--- config.mk ---
export PLATFORM = sky130hd
export DESIGN_NAME = ss_scan_driver
export DESIGN_NICKNAME = d
export VERILOG_FILES = /design/src/rtl/ss_scan_driver.sv
export SDC_FILE = /design/constraint.sdc
export NUM_CORES = 1
export LEC_CHECK = 0
export CAP_MARGIN = 15
export CORE_UTILIZATION = 50
export DETAILED_ROUTE_END_ITERATION = 8
export PLACE_DENSITY_LB_ADDON = 0.2
export SYNTH_ARGS = -nofsm -noshare
export SYNTH_HDL_FRONTEND = slang
export SYNTH_SLANG_ARGS = --single-unit
--- constraint.sdc ---
create_clock -name clk -period 3.7 [get_ports clk]
set_input_delay 0.37 -clock clk [delete_from_list [all_inputs] [get_ports clk]]
set_output_delay 0.37 -clock clk [all_outputs]
set_load 0.01 [all_outputs]
--- src/rtl/ss_scan_driver.sv ---
// Scans four active-low seven-segment patterns onto a shared bus. Outputs are registered with 1 cycle of latency and there is no backpressure.
// Frame-start shadowing stops tearing. A blanking guard opens each slot. Defining SS_BRIGHTNESS_EN adds a 3-bit PWM brightness input.
module ss_scan_driver #(
    parameter int REFRESH_DIV  = 25000,
    parameter int BLANK_CYCLES = 250
) (
    input  logic       clk,
    input  logic       rst,
    input  logic [6:0] seg3,
    input  logic [6:0] seg2,
    input  logic [6:0] seg1,
    input  logic [6:0] seg0,
    input  logic [3:0] digit_en,
`ifdef SS_BRIGHTNESS_EN
    input  logic [2:0] brightness,
`endif
    output logic [3:0] an,
    output logic [6:0] seg,
    output logic       frame_tick
);

    localparam int CW = (REFRESH_DIV > 1) ? $clog2(REFRESH_DIV) : 1;
    localparam logic [CW-1:0] DIV_LAST  = CW'(REFRESH_DIV - 1);
    localparam logic [CW-1:0] BLANK_LIM = CW'(BLANK_CYCLES);

    logic [CW-1:0] div_q, div_d;
    logic [1:0]    idx_q, idx_d;
    logic [6:0]    shadow_q [4];
    logic [3:0]    an_q, an_d;
    logic [6:0]    seg_q, seg_d;
    logic          tick_q, tick_d;
    logic          slot_end;
    logic          frame_start;
    logic          lit;

`ifdef SS_BRIGHTNESS_EN
    // Zero-extend so the PWM phase is defined even for very short slots.
    logic [CW+2:0] div_ext;
    logic [2:0]    pwm_phase;
    assign div_ext   = {3'b000, div_q};
    assign pwm_phase = div_ext[2:0];
`endif

    always_comb begin
        slot_end    = (div_q == DIV_LAST);
        frame_start = (div_q == '0) && (idx_q == 2'd0);
        div_d       = slot_end ? '0 : div_q + 1'b1;
        idx_d       = slot_end ? idx_q + 2'd1 : idx_q;
        tick_d      = slot_end && (idx_q == 2'd3);

        lit = (div_q >= BLANK_LIM) && digit_en[idx_q];
`ifdef SS_BRIGHTNESS_EN
        lit = lit && (pwm_phase <= brightness);
`endif

        an_d  = 4'b1111;
        seg_d = 7'h7F;
        if (lit) begin
            an_d  = ~(4'b0001 << idx_q);
            seg_d = shadow_q[idx_q];
        end
    end

    always_ff @(posedge clk) begin
        if (rst) begin
            div_q  <= '0;
            idx_q  <= 2'd0;
            an_q   <= 4'b1111;
            seg_q  <= 7'h7F;
            tick_q <= 1'b0;
            for (int i = 0; i < 4; i++) begin
                shadow_q[i] <= 7'h7F;
            end
        end else begin
            div_q  <= div_d;
            idx_q  <= idx_d;
            an_q   <= an_d;
            seg_q  <= seg_d;
            tick_q <= tick_d;
            // The new shadow value is seen only by decisions made after this cycle.
            if (frame_start) begin
                shadow_q[0] <= seg0;
                shadow_q[1] <= seg1;
                shadow_q[2] <= seg2;
                shadow_q[3] <= seg3;
            end
        end
    end

    assign an         = an_q;
    assign seg        = seg_q;
    assign frame_tick = tick_q;

endmodule

==> out/metrics.cfg <==
[run_status]
status = complete, no violations

[job]
cap_violations = 0

[setup_path]
cp-start-kind = flip-flop
crit_path_end_kind = flip-flop
crit_fanout = 11
crit_chain = nand4_1, or3b_2, a21oi_1, nand2b_1
slowest_delay_ps = 760
critPathArrivalTime_ps = 2470
path_class = reg -> reg
cp.required_ps = 3870
cp_slowest_cell = a21oi_1

[synth]
ys_warn_count = 0
async_reset_ff_frac = 0
ys.flop_type = dfxtp_1
synthTopCellsByArea = edfxtp_1 34%, dfxtp_1 24%, nand2b_1 8.7%, mux4_2 7.3%, xnor2_1 4.3%
netlist_area_um2 = 2460
syn_nets = 238
synth_edf_count = 28
yosysTopAreaCell = edfxtp_1
ys_ff_latch = 57
synth_cell_types = 32
syn-mean-instance-area_um2 = 12.5
yosys.area.top_type_share = 0.342
ys_seq_area_frac = 0.578
synthesis.instances = 197

[drt]
postRouteWirelength_mm = 4.04
drt-pass1-iter-count = 4
vias = 1508
wl_per_cell_um = 12.7
drc = 0
drt_iter0_markers = 65
avgViaCountPerCell = 4.74
ant_nets = 0

[clock_network]
cts_tree = yes
clk_latency_ps = 320
cts_made_buffers = 9
clockBufferDepth = 2
cts_sinks = 57
hold_buffers = 0
post_cts_resized = 0
clk_pin_slew_ps = 60
clockRootBuffer = clkbuf_8
h-tree-depth = 3
cts_setup_buffers = 0

[sta]
final.min_clock_period_ps = 2300
worst_pin_slew_ps = 935
fmax_mhz = 435
finalMaxSlewViolations = 0
fin_crit_sh = 0.621
relSlewSlack = 0.377
setup_violations = 0
clock-skew-final_ps = 7.38
rsz0062_at_grt = false
tns_ps = 0
hold_viol = 0

[final_layout]
post-route-util = 0.669
fillers = 368
nNetsFinal = 287
postLayoutCellArea_um2 = 3160
finalNonFillerCells = 318
synthToLayoutAreaGrowth_pct = 28.5
antenna_cells = 0
drive_gt1_frac = 0.131

[power]
leakage_nw = 1.01
powerDensity_nw_per_um2 = 443
ir_worst_vdd_v = 0.000263
report.power.total_mw = 1.40

[die]
num_rows = 25
fp.dieH_um = 72.1
floorplan.initialDensity = 0.521
io_pins = 46
die_x_um = 72.1
die-area_um2 = 5200
core_area_um2 = 4720

[hold_path]
hold_path_class = reg -> reg

[global_routing]
grt_first_pass_wirelength_mm = 6.84
grt.overflow.total = 0
grt_max_degree = 29
grt_usage = 0.180
grt_pass1_vias = 1506
antenna_found_initial = 0

[placed_design]
dpl.hpwl_mm = 2.84
post_dp_cell_area_um2 = 2950
gp_congestion = 0.771
portBuffers = 45
dp_cells = 302

-- critical path, delay by kind of cell, from the launching register on --
kind	cells	cell delay, ps
AO/OA/AOI/OAI	1	760
flip-flops	1	390
AND/OR/NAND/NOR	3	1000
-- synth_stat cells (all sizes together) (5+ instances only) --
cell type,count
buf,5
dfxtp,29
edfxtp,28
ha,7
inv,7
mux4,8
nand2,7
nand2b,36
nand3,6
nor2,21
nor3,7
xnor2,12
-- flip-flops by register name, summed over array words and instances, names as in the netlist --
name        count
idx_q           2
an              4
seg             7
frame_tick      1
div_q          15
shadow_q       28
-- per-layer routing --
metal  wire, um  track usage  part of all wire  vias to the layer above
li1           -            -                 -                      774
met1       1860        0.232              0.46                      686
met2       1910        0.274              0.47                       42
met3        198       0.0514             0.049                        6
met4         77       0.0980             0.019                        0
met5          0            0                 0                        -
-- final cells by class --
| type | count | area [um^2] | area share |
|---|---|---|---|
| repair buffers | 47 | 465 | 0.147 |
| well taps | 67 | 83.8 | 0.0265 |
| flip-flops and latches | 57 | 1420 | 0.450 |
| clock buffers | 14 | 174 | 0.0550 |
| inverters | 7 | 26.3 | 0.00831 |
| clock inverters | 2 | 35.0 | 0.0111 |
| multi-input cells | 124 | 955 | 0.302 |
-- path summary, 6_finish.rpt --
path / slack (ps) / startpoint / to / depth (start not counted)
hold / removal: 490 / div_q[0] / div_q[0] / 1
setup / recovery: 1400 / div_q[3] / seg[0] / 4
setup reg to reg: 1400 / div_q[3] / seg[0] / 4
hold reg to reg: 490 / div_q[0] / div_q[0] / 1
-- logic make-up after synthesis --
kind of cell               after synthesis  synth area share
and+or+nand+nor                         92             0.219
DFF                                     57             0.578
buffers and inverters                   16            0.0351
xor gates and xnor gates                14            0.0499
muxes                                    9            0.0774
adders and majority gates                7            0.0356
AOI/OAI and AO/OA                        2           0.00509
-- layout by cell type, fill, tap and decap left out --
cell / synthesis / routed
and2b_2: 1 / 1
clkdlybuf4s50_1: 0 / 45
nor4b_1: 1 / 1
xor2_1: 2 / 2
or4_4: 1 / 1
or3b_2: 1 / 1
nor4_4: 1 / 1
nand3_1: 6 / 6
inv_1: 7 / 7
clkinv_2: 0 / 1
nand2b_1: 34 / 34
and3b_1: 1 / 1
nor4_1: 2 / 2
mux4_2: 8 / 8
dfxtp_1: 29 / 29
or3_1: 1 / 1
ha_1: 7 / 7
or2_2: 1 / 1
nor3_1: 6 / 6
bufinv_16: 0 / 1
nand2_1: 7 / 7
clkbuf_8: 0 / 10
mux2i_1: 1 / 1
xnor2_1: 12 / 12
buf_4: 0 / 2
edfxtp_1: 28 / 28
or2_4: 1 / 1
a21oi_1: 1 / 1
nor3_4: 1 / 1
nor2_1: 21 / 21
clkbuf_16: 0 / 1
nand4_1: 4 / 4
o21bai_2: 0 / 1
clkbuf_1: 3 / 3
nand2b_2: 2 / 2
-- through the flow --
stage / worst slack, ps / hold WS (ps)
after floorplan: 758 / 441
after global placement: 1500 / 467
after detailed placement: 1400 / 473
after CTS: 1410 / 496
after global routing: 1250 / 541
final: 1400 / 493
-- report_power, final --
group | internal (mW) | leakage, nW | switching, mW
registers | 0.694 | 0.465 | 0.00912
logic | 0.0576 | 0.440 | 0.0418
clock network | 0.370 | 0.106 | 0.228
Note: power is estimated with default switching activity, not from simulation.
